<file path="config.mk">
export PLATFORM = sky130hd
export DESIGN_NAME = omp_argmax_engine
export DESIGN_NICKNAME = d
export VERILOG_FILES = /design/src/rtl/omp_pkg.sv /design/src/rtl/omp_argmax_lane_reduce.sv /design/src/rtl/omp_argmax_engine.sv
export SDC_FILE = /design/constraint.sdc
export NUM_CORES = 1
export LEC_CHECK = 0
export BUFFER_PORTS_ARGS = -buffer_cell sky130_fd_sc_hd__buf_2
export CORE_ASPECT_RATIO = 0.9
export CORE_MARGIN = 3
export CORE_UTILIZATION = 50
export DETAILED_ROUTE_END_ITERATION = 10
export PLACE_DENSITY = 0.77
export RECOVER_POWER = 25
export SETUP_SLACK_MARGIN = 0.02
export SYNTH_ARGS = -nofsm -noshare
export SYNTH_HDL_FRONTEND = slang
export SYNTH_SLANG_ARGS = --single-unit
</file>
<file path="constraint.sdc">
create_clock -name clk -period 28.3 [get_ports clk]
set_input_delay 2.83 -clock clk [delete_from_list [all_inputs] [get_ports clk]]
set_output_delay 2.83 -clock clk [all_outputs]
set_load 0.1 [all_outputs]
</file>
<file path="src/rtl/omp_pkg.sv">
// Shared types and helpers for the OMP arg-max engine: default widths, FSM
// state encoding and the unsigned-magnitude helper.
package omp_pkg;

    localparam int OMP_DW     = 48;
    localparam int OMP_N_COLS = 64;
    localparam int OMP_IDX_W  = $clog2(OMP_N_COLS);
    localparam int ABS_W      = 64;

    typedef enum logic [1:0] {
        IDLE,
        SCAN,
        DRAIN,
        DONE
    } state_t;

    // Two's-complement magnitude; the most negative value maps to its exact
    // unsigned magnitude once the caller keeps the low DW bits.
    function automatic logic [ABS_W-1:0] abs_u(input logic signed [ABS_W-1:0] x);
        return x[ABS_W-1] ? ABS_W'(-x) : ABS_W'(x);
    endfunction

endpackage

</file>
<file path="src/rtl/omp_argmax_lane_reduce.sv">
// Combinational LANES-to-1 reduction of (magnitude, column, valid) with the
// lowest lane winning ties; also reports which lane won as a one-hot vector.
module omp_argmax_lane_reduce #(
    parameter int DW    = 48,
    parameter int LANES = 4,
    parameter int IDX_W = 6
) (
    input  logic [LANES*DW-1:0]    mag,
    input  logic [LANES*IDX_W-1:0] idx,
    input  logic [LANES-1:0]       valid,
    output logic [DW-1:0]          best_mag,
    output logic [IDX_W-1:0]       best_idx,
    output logic                   best_valid,
    output logic [LANES-1:0]       best_sel
);

    always_comb begin
        best_mag   = '0;
        best_idx   = '0;
        best_valid = 1'b0;
        best_sel   = '0;
        // Strict compare in ascending lane order keeps the lowest lane on ties.
        for (int l = 0; l < LANES; l++) begin
            if (valid[l] && (!best_valid || mag[l*DW +: DW] > best_mag)) begin
                best_mag    = mag[l*DW +: DW];
                best_idx    = idx[l*IDX_W +: IDX_W];
                best_valid  = 1'b1;
                best_sel    = '0;
                best_sel[l] = 1'b1;
            end
        end
    end

endmodule

</file>
<file path="src/rtl/omp_argmax_engine.sv">
// Streaming masked arg-max of |corr| over N_COLS columns with a support bitmap.
// Define OMP_ARGMAX_RUNNER_UP_EN to add the second-best column tracker and its outputs.
module omp_argmax_engine
    import omp_pkg::*;
#(
    parameter int  DW       = OMP_DW,
    parameter int  N_COLS   = OMP_N_COLS,
    parameter int  LANES    = 4,
    parameter int  MAX_ITER = 16,
    localparam int IDX_W    = $clog2(N_COLS),
    localparam int CNT_W    = $clog2(MAX_ITER + 1)
) (
    input  logic                   clk,
    input  logic                   rst_n,
    input  logic                   clear_support,
    input  logic                   start_search,
    input  logic                   in_valid,
    output logic                   in_ready,
    input  logic [LANES*DW-1:0]    in_data,
    input  logic [IDX_W-1:0]       in_base_idx,
    input  logic                   in_last,
    output logic                   out_valid,
    input  logic                   out_ready,
    output logic [IDX_W-1:0]       lambda,
    output logic [DW-1:0]          max_abs,
    output logic                   all_masked,
    output logic [CNT_W-1:0]       support_cnt,
    output logic                   support_full,
    output logic                   busy
`ifdef OMP_ARGMAX_RUNNER_UP_EN
    ,
    output logic [IDX_W-1:0]       lambda2,
    output logic [DW-1:0]          max_abs2,
    output logic                   runner_up_valid
`endif
);

    localparam int MAP_W = 1 << IDX_W;

    state_t               state, state_nx;
    logic                 drain_cnt;
    logic [MAP_W-1:0]     bitmap;
    logic                 fire, start_acc, commit;

    logic [LANES*DW-1:0]    mag_p0, mag_p1;
    logic [LANES*IDX_W-1:0] idx_p0, idx_p1;
    logic [LANES-1:0]       keep_p0, keep_p1;
    logic                   vld_p1;

    logic [DW-1:0]          bmag_p1;
    logic [IDX_W-1:0]       bidx_p1;
    logic                   bvld_p1;
    logic [LANES-1:0]       bsel_p1;
    logic                   upd;

    logic [DW-1:0]          run_mag_p2;
    logic [IDX_W-1:0]       run_idx_p2;
    logic                   run_vld_p2;

    assign in_ready     = (state == SCAN);
    assign busy         = (state != IDLE);
    assign fire         = in_valid && in_ready;
    assign support_full = (support_cnt == CNT_W'(MAX_ITER));
    assign start_acc    = (state == IDLE) && start_search && !support_full && !clear_support;
    assign commit       = out_valid && out_ready && !all_masked;

    always_ff @(posedge clk or negedge rst_n) begin
        if (!rst_n) begin
            state     <= IDLE;
            drain_cnt <= 1'b0;
        end else begin
            state     <= state_nx;
            drain_cnt <= (state == DRAIN);
        end
    end

    always_comb begin
        state_nx = state;
        case (state)
            IDLE:    if (start_search && !support_full) state_nx = SCAN;
            SCAN:    if (fire && in_last)               state_nx = DRAIN;
            DRAIN:   if (drain_cnt)                     state_nx = DONE;
            DONE:    if (out_valid && out_ready)        state_nx = IDLE;
            default:                                    state_nx = IDLE;
        endcase
        if (clear_support) state_nx = IDLE;
    end

    // ---- stage 1: per-lane magnitude and mask ----
    for (genvar l = 0; l < LANES; l++) begin : g_lane
        logic signed [DW-1:0] x;
        logic [ABS_W-1:0]     abs_wide_unused;
        logic [IDX_W:0]       col;

        assign x               = in_data[l*DW +: DW];
        assign abs_wide_unused = abs_u(ABS_W'(x));
        assign col             = {1'b0, in_base_idx} + (IDX_W+1)'(l);
        assign mag_p0[l*DW +: DW]       = abs_wide_unused[DW-1:0];
        assign idx_p0[l*IDX_W +: IDX_W] = col[IDX_W-1:0];
        assign keep_p0[l] = (col < (IDX_W+1)'(N_COLS)) && !bitmap[col[IDX_W-1:0]];
    end

    always_ff @(posedge clk or negedge rst_n) begin
        if (!rst_n) vld_p1 <= 1'b0;
        else        vld_p1 <= fire && !clear_support;
    end

    always_ff @(posedge clk) begin
        if (fire) begin
            mag_p1  <= mag_p0;
            idx_p1  <= idx_p0;
            keep_p1 <= keep_p0;
        end
    end

    // ---- stage 2: lane reduction and running-max compare ----
    omp_argmax_lane_reduce #(.DW(DW), .LANES(LANES), .IDX_W(IDX_W)) u_reduce (
        .mag        (mag_p1),
        .idx        (idx_p1),
        .valid      (keep_p1),
        .best_mag   (bmag_p1),
        .best_idx   (bidx_p1),
        .best_valid (bvld_p1),
        .best_sel   (bsel_p1)
    );

    assign upd = vld_p1 && bvld_p1 && (!run_vld_p2 || bmag_p1 > run_mag_p2);

    always_ff @(posedge clk or negedge rst_n) begin
        if (!rst_n)                          run_vld_p2 <= 1'b0;
        else if (clear_support || start_acc) run_vld_p2 <= 1'b0;
        else if (upd)                        run_vld_p2 <= 1'b1;
    end

    always_ff @(posedge clk) begin
        if (upd) begin
            run_mag_p2 <= bmag_p1;
            run_idx_p2 <= bidx_p1;
        end
    end

`ifdef OMP_ARGMAX_RUNNER_UP_EN
    logic [DW-1:0]    b2mag_p1, n2_mag, run2_mag_p2;
    logic [IDX_W-1:0] b2idx_p1, n2_idx, run2_idx_p2;
    logic             b2vld_p1, n2_vld, run2_vld_p2;
    logic [LANES-1:0] sel2_unused;

    omp_argmax_lane_reduce #(.DW(DW), .LANES(LANES), .IDX_W(IDX_W)) u_reduce2 (
        .mag        (mag_p1),
        .idx        (idx_p1),
        .valid      (keep_p1 & ~bsel_p1),
        .best_mag   (b2mag_p1),
        .best_idx   (b2idx_p1),
        .best_valid (b2vld_p1),
        .best_sel   (sel2_unused)
    );

    // A new leader demotes the old leader unless the beat's own runner-up beats it.
    always_comb begin
        n2_vld = run2_vld_p2;
        n2_mag = run2_mag_p2;
        n2_idx = run2_idx_p2;
        if (upd) begin
            if (b2vld_p1 && (!run_vld_p2 || b2mag_p1 > run_mag_p2)) begin
                n2_vld = 1'b1;
                n2_mag = b2mag_p1;
                n2_idx = b2idx_p1;
            end else begin
                n2_vld = run_vld_p2;
                n2_mag = run_mag_p2;
                n2_idx = run_idx_p2;
            end
        end else if (vld_p1 && bvld_p1 && (!run2_vld_p2 || bmag_p1 > run2_mag_p2)) begin
            n2_vld = 1'b1;
            n2_mag = bmag_p1;
            n2_idx = bidx_p1;
        end
    end

    always_ff @(posedge clk or negedge rst_n) begin
        if (!rst_n)                          run2_vld_p2 <= 1'b0;
        else if (clear_support || start_acc) run2_vld_p2 <= 1'b0;
        else                                 run2_vld_p2 <= n2_vld;
    end

    always_ff @(posedge clk) begin
        run2_mag_p2 <= n2_mag;
        run2_idx_p2 <= n2_idx;
    end

    always_ff @(posedge clk or negedge rst_n) begin
        if (!rst_n) begin
            lambda2         <= '0;
            max_abs2        <= '0;
            runner_up_valid <= 1'b0;
        end else if (!clear_support && state == DONE && !out_valid) begin
            lambda2         <= run2_vld_p2 ? run2_idx_p2 : '0;
            max_abs2        <= run2_vld_p2 ? run2_mag_p2 : '0;
            runner_up_valid <= run2_vld_p2;
        end
    end
`else
    logic bsel_unused;
    assign bsel_unused = ^bsel_p1;
`endif

    // ---- result and commit ----
    always_ff @(posedge clk or negedge rst_n) begin
        if (!rst_n) begin
            out_valid  <= 1'b0;
            lambda     <= '0;
            max_abs    <= '0;
            all_masked <= 1'b0;
        end else if (clear_support) begin
            out_valid  <= 1'b0;
        end else if (state == DONE && !out_valid) begin
            out_valid  <= 1'b1;
            all_masked <= !run_vld_p2;
            lambda     <= run_vld_p2 ? run_idx_p2 : '0;
            max_abs    <= run_vld_p2 ? run_mag_p2 : '0;
        end else if (out_valid && out_ready) begin
            out_valid  <= 1'b0;
        end
    end

    always_ff @(posedge clk or negedge rst_n) begin
        if (!rst_n) begin
            bitmap      <= '0;
            support_cnt <= '0;
        end else if (clear_support) begin
            bitmap      <= '0;
            support_cnt <= '0;
        end else if (commit) begin
            bitmap[lambda] <= 1'b1;
            support_cnt    <= support_cnt + CNT_W'(1);
        end
    end

endmodule

</file>
Word-level counts from Yosys, hierarchy flattened. Index checks and enable logic that the tools add are counted.

Add/subtract/negate cells: 8. Multiply operators: 0. Div/mod/pow operators: 0. $lt $le $gt $ge: 14. Equal/unequal tests: 8. Shift operators: 0. Muxes and demuxes: 43. Bitwise gates (word level): 2. Reductions and logical operators: 44.

Operators with widths (count): two-way mux 48 bit (5); > comparator 48 bit (4); negation 48 bit (4); two-way mux 47 bit (4); two-way mux 64 bit (2); OR 64 bit (1); < comparator 6 x 7 -> 1 bit, second input constant (6); two-way mux 6 bit (5); binary-select mux 1 bit (select 6 bit) (4); < comparator 7 bit, second input constant (3); logical AND 1 bit (20); adder 6 x 2 -> 7 bit, second input constant (2); two-way mux 1 bit (14); zero test 1 bit (12); two-way mux 2 bit (5); two-way mux 5 bit (2); != test 3 x 2 -> 1 bit, second input constant (3); one-hot mux 2 bit (4 select lines) (1); adder 6 x 1 -> 7 bit, second input constant (1); demux 1 bit (select 6 bit) (1); >= comparator 6 x 1 -> 1 bit, second input constant (1); nonzero test 2 bit (3); adder 5 x 1 -> 5 bit, second input constant (1); == test 5 bit, second input constant (1); 9 further kinds (14).

Register bits: 404. Latch bits: 0. Memory bits (writable): 0. ROM bits: 0. Output and inout port bits: 64. Memories kept: 0.

Depth between registers and ports, before layout. Gate-level depths: netlist of run 1.

Depth after elaboration: 18. Gate-level depth with buffers: 44. Gate-level depth less buffers: 35.

Hierarchy. Synthesis of run 1 repeated with hierarchy kept, for this count alone.

Cell total of the unflattened synthesis: 2551. Area, all modules: 26447.9 µm².

Modules (own cells, without submodules): omp_argmax_engine (times used 1, cells each 1708, area each 20512.2 µm²); omp_argmax_lane_reduce (times used 1, cells each 843, area each 5935.7 µm²).

Worst setup path after synthesis of run 1. Ideal clock, no wire load.

Path kind: flip-flop to flip-flop. Start point: register keep_p1[0]. End point: register run_idx_p2[0], enable pin. Setup time: 0.498 ns. Arrival: 12.309 ns. Slack: 15.493 ns. Stages on the path, launching flop included: 42. Clock period less this slack: 12.807 ns. Cell sequence: edfxtp_1 > clkbuf_1 > clkbuf_1 > buf_1 > nand2_1 > ha_1 > a21oi_1 > nand2_1 > a221o_1 > o31a_1 > o32ai_1 > clkbuf_1 > a22oi_1 > ha_1 > nand4_1 > or4_1 > nor2_1 > nand3_1 > (+6 left out) > ha_1 > a211o_1 > o211ai_1 > a31oi_1 > or4_1 > a2bb2oi_1 > o21a_1 > clkbuf_1 > nor2_1 > clkbuf_1 > a211oi_1 > ha_1 > nand4_1 > nor2_1 > nand4_1 > or4_1 > o22a_1 > a31oi_1.

Longest elaborated chain between the ends: 16.

RTL lines: start, declared (line omp_argmax_engine.sv:47) `logic [LANES-1:0] keep_p0, keep_p1;`; start signal, assigned (line omp_argmax_engine.sv:112) `keep_p1 <= keep_p0;`; two-way mux 48 bit / two-way mux 1 bit (equally long branches) (line omp_argmax_lane_reduce.sv:24) `if (valid[l] && (!best_valid || mag[l*DW +: DW] > best_mag)) begin`; > comparator 48 bit / zero test 1 bit (equally long branches) (line omp_argmax_lane_reduce.sv:24); logical OR 1 bit (line omp_argmax_lane_reduce.sv:24); logical AND 1 bit (line omp_argmax_lane_reduce.sv:24); two-way mux 48 bit / two-way mux 1 bit (equally long branches) (line omp_argmax_lane_reduce.sv:24); > comparator 48 bit / zero test 1 bit (equally long branches) (line omp_argmax_lane_reduce.sv:24); logical OR 1 bit (line omp_argmax_lane_reduce.sv:24); logical AND 1 bit (line omp_argmax_lane_reduce.sv:24); (+2 left out); logical OR 1 bit (line omp_argmax_lane_reduce.sv:24); logical AND 1 bit (line omp_argmax_lane_reduce.sv:24); two-way mux 48 bit (*) (line omp_argmax_lane_reduce.sv:24); via bmag_p1[39] (line omp_argmax_engine.sv:50) `logic [DW-1:0] bmag_p1;`; > comparator 48 bit (*) (line omp_argmax_engine.sv:127) `assign upd = vld_p1 && bvld_p1 && (!run_vld_p2 || bmag_p1 > run_mag_p2);`; logical OR 1 bit (*) (line omp_argmax_engine.sv:127); logical AND 1 bit (*) (line omp_argmax_engine.sv:127); via upd (line omp_argmax_engine.sv:54) `logic upd;`; end signal, assigned (line omp_argmax_engine.sv:138) `run_idx_p2 <= bidx_p1;`; end, declared (line omp_argmax_engine.sv:57) `logic [IDX_W-1:0] run_idx_p2;`.

Mark *: on every way through the listed nets, which the timed path passes. The rest lies on a longest branch. A chain may end at the register's enable or synchronous reset.

Worst setup path after layout of run 1.
Start point: register keep_p1[0]. End point: register run_mag_p2[3], enable pin.

Longest elaborated chain between the ends: 16.

RTL lines: two-way mux 48 bit / two-way mux 1 bit (equally long branches) (line omp_argmax_lane_reduce.sv:24); > comparator 48 bit / zero test 1 bit (equally long branches) (line omp_argmax_lane_reduce.sv:24); logical OR 1 bit (line omp_argmax_lane_reduce.sv:24); logical AND 1 bit (line omp_argmax_lane_reduce.sv:24); two-way mux 48 bit / two-way mux 1 bit (equally long branches) (line omp_argmax_lane_reduce.sv:24); > comparator 48 bit / zero test 1 bit (equally long branches) (line omp_argmax_lane_reduce.sv:24); logical OR 1 bit (line omp_argmax_lane_reduce.sv:24); logical AND 1 bit (line omp_argmax_lane_reduce.sv:24); (+2 left out); logical OR 1 bit (line omp_argmax_lane_reduce.sv:24); logical AND 1 bit (line omp_argmax_lane_reduce.sv:24); two-way mux 48 bit (*) (line omp_argmax_lane_reduce.sv:24); via bmag_p1[32] (line omp_argmax_engine.sv:50); > comparator 48 bit (*) (line omp_argmax_engine.sv:127); logical OR 1 bit (*) (line omp_argmax_engine.sv:127); logical AND 1 bit (*) (line omp_argmax_engine.sv:127); via upd (line omp_argmax_engine.sv:54); end signal, assigned (line omp_argmax_engine.sv:137) `run_mag_p2 <= bmag_p1;`; end, declared (line omp_argmax_engine.sv:56) `logic [DW-1:0] run_mag_p2;`.

Marks and branches as above.

==> qor.yml, run 1 <==
run_status:
  violations: "capacitance limit, slew limit"
  status: "finished, violations left"
sta:
  whs_ns: 0.467
  max_freq_mhz: 74.8
  slew_violations: 515
  fin_crit_sh: 0.472
  period_minus_slack_ns: 13.37
  rsz0062_at_grt: "no"
  max_slew_margin: -1.98
  finalSetupTns_ns: 0
  setup_slack_ns: 14.93
  hold_viol: 0
  setup_viol: 0
  skew_ns: 0.0200
  worst_pin_slew_ns: 4.48
critical_path:
  slowest_stage: "o31a_2"
  cp-end-kind: "register"
  worst_path_largest_cell_delay_ns: 0.94
  r2r_cells: 34
  reg2reg_to: "run_mag_p2[3]"
  worstSetupStartpointType: "register"
  crit_required_ns: 28.51
  path_max_fanout: 148
  critical_path_class: "reg -> reg"
  critPathArrivalTime_ns: 13.58
  cp-startpoint: "keep_p1[0]"
  r2r_slack_ns: 14.93
  cp-endpoint: "run_mag_p2[3]"
  rr_startpoint: "keep_p1[0]"
min_path:
  hold_path_depth: 2
  hold_class: "reg -> reg"
global_route:
  grt_use_total: 0.273
  antenna_found_initial: 10
  grt_max_degree: 149
  grt_first_pass_wirelength_um: 116000
  grt_overflow: 0
  grt_pass1_vias: 20200
pwr:
  combPwrFrac: 0.357
  swShare: 0.371
  p_clk_frac: 0.278
  powerDensity_nw_per_um2: 73.5
  total_power_mw: 2.13
  leakage_nw: 11.4
  p_switching_mw: 0.792
  p_int_mw: 1.34
  vdd_drop_max_v: 0.0000435
  seq_power_share: 0.365
placement:
  dpl_cell_area_um2: 27600
  place_ws_ns: 15.33
  port_buffers: 268
  dp_cells: 3303
  gp_congestion: 0.952
  dpl.hpwl_um: 57600
logic_synthesis:
  ys.flop_type: "edfxtp_1"
  synth.ff_latch_count: 402
  yosysTopAreaCell: "edfxtp_1"
  yosysWarnings: 0
  postSynthAreaPerCell_um2: 10.4
  synthArstFlopShare: 0.323
  synth.top_cell.area_share: 0.319
  yosysMostFrequentCell: "edfxtp_1"
  synth_nets: 2872
  synth_common_cells: "edfxtp_1, nand2_1, ha_1"
  postSynthCellCount: 2461
  ys_seq_area_frac: 0.445
  synth_cell_types: 65
  synth.area.top_cells: "edfxtp_1, dfrtp_1, ha_1"
  synth_edf_count: 272
  syn-cell-area_um2: 25600
drt:
  ant_nets: 0
  vias_per_cell: 6.31
  routed_wl_um: 75800
  dr_total_vias: 21400
  dr.pass1.iters: 6
  drt_iter0_drc: 2398
  wl_per_cell_um: 22.4
  remaining_drc_errors: 0
cts:
  cts_tree: "yes"
  clk_pin_slew_ns: 0.06
  clock-root-buffer: "clkbuf_16"
  clkSinkCount: 402
  clock_latency_ns: 0.58
  cts_resized: 0
  clockBufferDepth: 3
  post_cts_buffers: 0
  cts_made_buffers: 44
  htree_levels: 2
  cts_hold_buf: 0
floorplanning:
  initial_core_util: 0.507
  dieArea_um2: 54000
  dieWidth_um: 245
  core_area_um2: 50600
  rows: 78
  ios: 269
  die_h_um: 221
layout:
  stdcell_count: 3389
  drive_above_1_share: 0.158
  final_nets: 3080
  area_delta_synth_final_pct: 13.2
  final_cell_area_um2: 29000
  nFillCells: 4187
  fin_util: 0.574
flow_run:
  drv_cap: 10
==> routing by layer <==
| metal | GRT usage | part of all wire | up-vias |
|---|---|---|---|
| met5 | 0 | 0.0010 | - |
| met4 | 0.0836 | 0.031 | 10 |
| met3 | 0.0608 | 0.11 | 180 |
| met2 | 0.399 | 0.43 | 1246 |
| met1 | 0.406 | 0.43 | 10200 |
| li1 | - | - | 9703 |
==> sequential cells by signal, indices dropped and copies added (netlist names) <==
name and flops:
mag_p1 192, bitmap 64, max_abs 48, run_mag_p2 48, idx_p1 22, lambda 6, run_idx_p2 6, support_cnt 5
keep_p1 4, state 2, all_masked 1, drain_cnt 1, out_valid 1, run_vld_p2 1, vld_p1 1
==> power groups by stage <==
stage / Clock, mW / Combinational (mW) / Sequential, mW
6_report: 0.592 / 0.762 / 0.779
5_1_grt: 0.626 / 0.840 / 0.783
4_1_cts: 0.601 / 0.746 / 0.774
3_5_place_dp: 0 / 0.742 / 0.785
3_3_place_gp: 0 / 0.707 / 0.785
2_1_floorplan: 0 / 0.496 / 0.804
==> area by class of cell <==
| class | instances | area, um2 | area share |
|---|---|---|---|
| Inverter | 85 | 319 | 0.0110 |
| Sequential cell | 402 | 11400 | 0.393 |
| Clock inverter | 22 | 256 | 0.00883 |
| Clock buffer | 60 | 1230 | 0.0425 |
| Tap cell | 680 | 851 | 0.0293 |
| Antenna cell | 4 | 10.0 | 0.000345 |
| Timing Repair Buffer | 287 | 1450 | 0.0499 |
| Multi-Input combinational cell | 1849 | 13500 | 0.465 |
==> worst max-delay path, delay by kind of cell (launching register included) <==
family                   cells  cell delay, ns
AO/OA/AOI/OAI               14            6.29
AND/OR/NAND/NOR             13            3.37
buffers and inverters        3            1.48
adder cells (fa/ha/maj)      4            1.35
flip-flops                   1            0.32
==> logic make-up after synthesis <==
group                      share of synthesized area
and+or+nand+nor                                0.138
adders and majority gates                      0.101
buffers and inverters                         0.0307
xor gates and xnor gates                      0.0666
DFF                                            0.445
muxes                                         0.0647
AOI/OAI and AO/OA                              0.154
==> cells in the final DEF, fill, tap and decap left out, drive strengths merged, types with 4 or more instances in the layout <==
cell     synthesis  final
diode            0      4
dfrtp          130    130
a31oi            5      5
nand4           46     46
or3             27     27
buf             10    268
nor2           181    181
nor3b            4      4
edfxtp         272    272
o21ai          158    158
mux2i           24     24
a21oi          133    133
bufinv           0      5
clkbuf         115     79
o31ai           98     98
nand3           31     31
xor2            12     12
a21o            33     33
a2111oi          7      7
or4             35     35
or2             13     13
nor3            78     78
nor4            15     15
mux4            59     59
ha             206    206
a211oi          63     63
mux2             8      8
nor2b           15     15
nand2b          23     23
nand2          258    258
o41ai           28     28
a22oi           52     52
o211ai           7      7
clkinv           0     14
inv             85     86
xnor2          183    183
==> worst min path at each step <==
stage                      startpoint     endpoint
after floorplan            bitmap[26]   bitmap[26]
after global placement    max_abs[33]  max_abs[33]
after detailed placement  max_abs[34]  max_abs[34]
after CTS                 max_abs[34]  max_abs[34]
after global routing      max_abs[36]  max_abs[36]
final                     max_abs[36]  max_abs[36]
Power figures use the tool's default switching activity.
==> run 2: changes to the inputs <==
- PLACE_DENSITY: 0.77 -> 0.8
- clock period: 28.3 -> 11.25 ns (I/O delays scaled with it)
==> run 2 against run 1 <==
Against the previous run:
- the flow still finishes with violations (capacitance limit, slew limit)
- clock skew grew 0.012 ns
- utilization grew 0.59 points
- sequential share of layout area fell by 0.40 points
- combinational power rose to 2.6 times the previous value
- fmax rose by 22%
- sequential power rose to 2.5 times the previous value
- design area rose by 1.0%
- worst setup slack worse by 15 ns
- via count grew 1.5%
- global-route usage up 0.78 points
==> qor.yml, run 2 (same netlist as run 1, synthesis figures left out) <==
drt:
  remaining_drc_errors: 0  # unchanged
  vias_per_cell: 6.38  # was 6.31
  dr_total_vias: 21700  # was 21,400
  ant_nets: 0  # unchanged
  drt_iter0_drc: 2955  # was 2,398
  routed_wl_um: 77800  # was 75,800 um
  dr.pass1.iters: 5  # was 6
  wl_per_cell_um: 22.9  # was 22.4 um
critical_path:
  worst_path_largest_cell_delay_ns: 0.64  # was 0.94 ns
  critical_path_class: "reg -> reg"  # unchanged
  critPathArrivalTime_ns: 11.19  # was 13.58 ns
  slowest_stage: "a22oi_1"  # was o31a_2
  r2r_cells: 40  # was 34
  worstSetupStartpointType: "register"  # unchanged
  crit_top_cell: "buf_4"
  path_max_fanout: 54  # was 148
  crit_required_ns: 11.48  # was 28.51 ns
  cp-end-kind: "register"  # unchanged
layout:
  final_nets: 3091  # was 3,080
  multi_input_area_um2: 13600  # was 13,500 um2
  largest_reg_flops: 192  # unchanged
  final_common_cell: "edfxtp_1"  # unchanged
  mostFrequentLayoutCells: "edfxtp_1, nand2_1, buf_2"  # unchanged
  top_regs: "mag_p1 x192, bitmap x64"  # unchanged
  nFillCells: 4165  # was 4,187
  fin_util: 0.580  # was 0.574
  top_register: "mag_p1"  # unchanged
  drive_above_1_share: 0.169  # was 0.158
  regArea_um2: 11400  # unchanged
  stdcell_count: 3403  # was 3,389
  area_delta_synth_final_pct: 14.4  # was 13.2%
cts:
  clock_latency_ns: 0.58  # about the same
  cts_made_buffers: 43  # was 44
  clockBufferDepth: 3  # unchanged
  htree_levels: 2  # unchanged
  clk_pin_slew_ns: 0.06  # about the same
  clkSinkCount: 402  # unchanged
  clock-root-buffer: "clkbuf_16"  # unchanged
  cts_tree: "yes"  # unchanged
  cts_hold_buf: 0  # unchanged
run_status:
  status: "finished, violations left"  # unchanged
  violations: "capacitance limit, slew limit"  # unchanged
flow_run:
  drv_cap: 10  # unchanged
global_route:
  grt_use_total: 0.281  # was 0.273
  grt_pass1_vias: 20500  # was 20,200
  met3_usage: 0.0514  # was 0.0608
  grt_overflow: 0  # unchanged
  met1_usage: 0.420  # was 0.406
  antenna_found_initial: 12  # was 10
  use_met2: 0.412  # was 0.399
  grt_first_pass_wirelength_um: 118000  # was 116,000 um
  grt_busiest_layer: "met1"  # unchanged
  grt_max_degree: 156  # was 149
sta:
  hold_viol: 0  # unchanged
  worst_pin_slew_ns: 4.52  # was 4.48 ns
  fin_crit_sh: 0.975  # was 0.472
  finalSetupTns_ns: 0  # unchanged
  period_minus_slack_ns: 10.97  # was 13.37 ns
  slew_violations: 531  # was 515
  setup_slack_ns: 0.284  # was 14.93 ns
  setup_viol: 0  # unchanged
  whs_ns: 0.471  # was 0.467 ns
  skew_ns: 0.0319  # was 0.0200 ns
  max_slew_margin: -2.02  # was -1.98
  max_freq_mhz: 91.2  # was 74.8 MHz
floorplanning:
  dieArea_um2: 54000  # unchanged
  core_area_um2: 50600  # unchanged
  ios: 269  # unchanged
  die_h_um: 221  # unchanged
  rows: 78  # unchanged
  initial_core_util: 0.507  # unchanged
  dieWidth_um: 245  # unchanged
placement:
  port_buffers: 268  # unchanged
  gp_congestion: 0.987  # was 0.952
  place_ws_ns: -0.285  # was 15.33 ns
  dp_cells: 3312  # was 3,303
  dpl.hpwl_um: 59500  # was 57,600 um
pwr:
  leakage_nw: 11.5  # was 11.4 nW
  vdd_drop_max_v: 0.000106  # was 0.0000435 V
  powerDensity_nw_per_um2: 187  # was 73.5 nW/um2
min_path:
  hold_path_depth: 2  # unchanged
  hold_class: "reg -> reg"  # unchanged
[run 2: final cells by class]
type                       instances  area share
inverter                          85      0.0109
timing repair buffer             298      0.0548
clock buffer                      57      0.0413
clock inverter                    23      0.0105
tap                              680      0.0290
multi-input combinational       1850       0.464
antenna                            8    0.000682
sequential                       402       0.389
[run 2: what timing repair did]
item                       in CTS  in global routing
buffers inserted                2                  0
pin swaps                       2                  1
cloned                          1                  0
setup endpoints to repair      54                 54
gates resized for setup         2                 20
[run 2: where the power goes]
part           switching [mW]  total (mW)  internal, mW
registers               0.128        1.97          1.84
logic                    1.31        2.00         0.695
clock network           0.610        1.52         0.906
total                    2.04        5.48          3.44
[run 2: critical path: cells and delay by family, from the launching register on]
family          cells  cell delay, ns
compound gates     17            4.66
simple gates       11            2.44
buf+inv             8            1.87
fa+ha+maj           4            1.19
flops               1            0.37
[run 2: worst paths after layout]
path,startpoint,endpoint,slack (ns)
max in group asynchronous,rst_n,bitmap[46],4.88
min in group asynchronous,rst_n,max_abs[39],1.37
worst max register to register,keep_p1[0],run_idx_p2[2],0.28
worst min-delay path,max_abs[41],max_abs[41],0.47
worst max-delay path,keep_p1[0],run_idx_p2[2],0.28
worst min register to register,max_abs[41],max_abs[41],0.47
[run 2: metrics by stage]
stage	total power [mW]	instance area, um2
2_1_floorplan	3.27	25700
3_3_place_gp	3.80	27700
3_5_place_dp	3.89	27700
4_1_cts	5.42	29300
5_1_grt	5.76	29300
6_report	5.48	29300
[run 2: layer usage]
metal  wire [um]  share of wire  vias to the layer above
met2       33600           0.43                     1310
met5          46        0.00059                        -
met3        8390           0.11                      167
li1            -              -                     9743
met1       33300           0.43                    10500
met4        2410          0.031                        6
==> run 3: changes to the inputs <==
- CELL_PAD_IN_SITES_DETAIL_PLACEMENT: unset -> 0
- CELL_PAD_IN_SITES_GLOBAL_PLACEMENT: unset -> 2
- CORE_UTILIZATION: 50 -> 35
- PLACE_DENSITY: 0.8 -> 0.85
==> run 3 against run 2 <==
Against the previous run:
- the run still ends with capacitance limit, slew limit left
- worst setup slack improved by 0.20 ns
- critical path depth down 2
- highest routed layer unchanged
- largest power group unchanged
- critical endpoint is now run_mag_p2[32]
- clock power up 5%
- die area up 42%
==> qor.yml, run 3 (same netlist as run 1, synthesis figures left out) <==
run_status:
  status: "finished, violations left"  # unchanged
  violations: "capacitance limit, slew limit"  # unchanged
layout:
  area_delta_synth_final_pct: 16.7  # was 14.4%
  drive_above_1_share: 0.175  # was 0.169
  final_nets: 3111  # was 3,091
  fin_util: 0.415  # was 0.580
  final_common_cell: "edfxtp_1"  # unchanged
  final_cell_area_um2: 29900  # was 29,300 um2
  top_regs: "mag_p1 x192, bitmap x64"  # unchanged
  stdcell_count: 3689  # was 3,403
  largest_reg_flops: 192  # unchanged
  mostFrequentLayoutCells: "edfxtp_1, nand2_1, buf_2"  # unchanged
  top_register: "mag_p1"  # unchanged
global_route:
  grt_use_total: 0.207  # was 0.281
  grt_pass1_vias: 19900  # was 20,500
  antenna_found_initial: 5  # was 12
  grt_max_degree: 162  # was 156
  grt_first_pass_wirelength_um: 123000  # was 118,000 um
  grt_overflow: 0  # unchanged
flow_run:
  drv_cap: 11  # was 10
cts:
  clockBufferDepth: 3  # unchanged
  clock-root-buffer: "clkbuf_16"  # unchanged
  clk_pin_slew_ns: 0.06  # about the same
  htree_levels: 2  # unchanged
  cts_made_buffers: 46  # was 43
  clock_latency_ns: 0.59  # was 0.58 ns
  cts_tree: "yes"  # unchanged
  clkSinkCount: 402  # unchanged
  cts_hold_buf: 0  # unchanged
floorplanning:
  ios: 269  # unchanged
  initial_core_util: 0.356  # was 0.507
  dieArea_um2: 76600  # was 54,000 um2
  rows: 93  # was 78
  dieWidth_um: 291  # was 245 um
  core_area_um2: 72000  # was 50,600 um2
  die_h_um: 263  # was 221 um
critical_path:
  worst_path_largest_cell_delay_ns: 0.64  # about the same
  crit_required_ns: 11.52  # was 11.48 ns
  critical_path_class: "reg -> reg"  # unchanged
  slowest_stage: "a211oi_1"  # was a22oi_1
  worstSetupStartpointType: "register"  # unchanged
  cp-end-kind: "register"  # unchanged
  critPathTopFamily: "compound AO/OA/AOI/OAI gates"  # unchanged
  path_max_fanout: 68  # was 54
  critPathArrivalTime_ns: 11.04  # was 11.19 ns
  crit_buf_inv: 6  # was 8
sta:
  period_minus_slack_ns: 10.77  # was 10.97 ns
  skew_ns: 0.0202  # was 0.0319 ns
  max_freq_mhz: 92.9  # was 91.2 MHz
  hold_viol: 0  # unchanged
  rsz0062_at_grt: "no"
  slew_violations: 563  # was 531
  worst_pin_slew_ns: 4.27  # was 4.52 ns
  setup_viol: 0  # unchanged
  whs_ns: 0.467  # was 0.471 ns
  fin_crit_sh: 0.957  # was 0.975
  max_slew_margin: -1.84  # was -2.02
  setup_slack_ns: 0.485  # was 0.284 ns
placement:
  dp_cells: 3598  # was 3,312
  gp_congestion: 0.947  # was 0.987
  place_ws_ns: -0.235  # was -0.285 ns
  dpl_cell_area_um2: 28200  # was 27,700 um2
  dpl.hpwl_um: 64300  # was 59,500 um
  port_buffers: 268  # unchanged
drt:
  drt_iter0_drc: 2275  # was 2,955
  dr_total_vias: 20900  # was 21,700
  routed_wl_um: 82100  # was 77,800 um
  vias_per_cell: 5.68  # was 6.38
  ant_nets: 0  # unchanged
  wl_per_cell_um: 22.3  # was 22.9 um
  dr.pass1.iters: 6  # was 5
  remaining_drc_errors: 0  # unchanged
pwr:
  vdd_drop_max_v: 0.000120  # was 0.000106 V
  leakage_nw: 11.7  # was 11.5 nW
  powerDensity_nw_per_um2: 188  # was 187 nW/um2
min_path:
  hold_class: "reg -> reg"  # unchanged
-- run 3: changes by cell type in the layout (fill, tap and decap cells not counted), moves of 2 or more --
| cell | before | now |
|---|---|---|
| buf_4 | 20 | 34 |
| a22oi_1 | 47 | 40 |
| a22oi_2 | 5 | 12 |
| clkinv_2 | 2 | 8 |
| diode_2 | 8 | 2 |
| bufinv_16 | 6 | 9 |
| clkinv_1 | 3 | 6 |
| clkinv_4 | 4 | 1 |
| a2111oi_0 | 7 | 5 |
| a2111oi_1 | 0 | 2 |
| a211oi_1 | 58 | 60 |
| a211oi_2 | 5 | 3 |
| buf_12 | 5 | 7 |
| clkbuf_16 | 46 | 48 |
-- run 3: final cells by class --
type,count,area (um2)
Clock inverter,28,374
Sequential cell,402,11400
Fill cell,6838,42100
Clock buffer,57,1240
Inverter,85,319
Multi-Input combinational cell,1850,13600
Antenna cell,2,5.00
Timing Repair Buffer,315,1750
Tap cell,950,1190
-- run 3: layer usage --
layer / vias up / part of all wire / wire length (um) / GRT usage
met3: 99 / 0.084 / 6890 / 0.0355
li1: 9774 / - / - / -
met1: 10100 / 0.48 / 39700 / 0.327
met4: 6 / 0.022 / 1790 / 0.0484
met2: 922 / 0.41 / 33700 / 0.290
met5: - / 0.00052 / 43 / 0
-- run 3: final timing paths --
check / to / startpoint / cells past startpoint / slack, ns
worst max-delay path: run_mag_p2[32] / keep_p1[0] / 38 / 0.48
worst min-delay path: max_abs[31] / max_abs[31] / 2 / 0.47
worst max register to register: run_mag_p2[32] / keep_p1[0] / 38 / 0.48
worst min register to register: max_abs[31] / max_abs[31] / 2 / 0.47
max in group asynchronous: bitmap[36] / rst_n / 2 / 6.08
min in group asynchronous: out_valid / rst_n / 1 / 0.61
-- run 3: what timing repair did --
item | in CTS | in global routing
buffers inserted | 2 | 1
gates cloned | 0 | 1
endpoints found under the setup margin | 54 | 54
pin swaps | 2 | 1
gates resized for setup | 1 | 22
-- run 3: worst register-to-register path, delay by kind of cell (launching register included) --
family | cells | cell delay [ns]
adders and majority gates | 4 | 1.24
and+or+nand+nor | 12 | 2.64
DFF | 1 | 0.38
buffers and inverters | 6 | 1.79
AOI/OAI and AO/OA | 16 | 4.43
-- run 3: through the flow --
stage	power (mW)	TNS [ns]
after floorplan	3.27	0
after global placement	3.93	-1.18
after detailed placement	3.99	-7.90
after CTS	5.61	0
after global routing	5.96	0
final	5.63	0
-- run 3: where the power goes --
| part | internal (mW) | switching, mW |
|---|---|---|
| clock network | 0.992 | 0.610 |
| logic | 0.724 | 1.34 |
| registers | 1.84 | 0.126 |
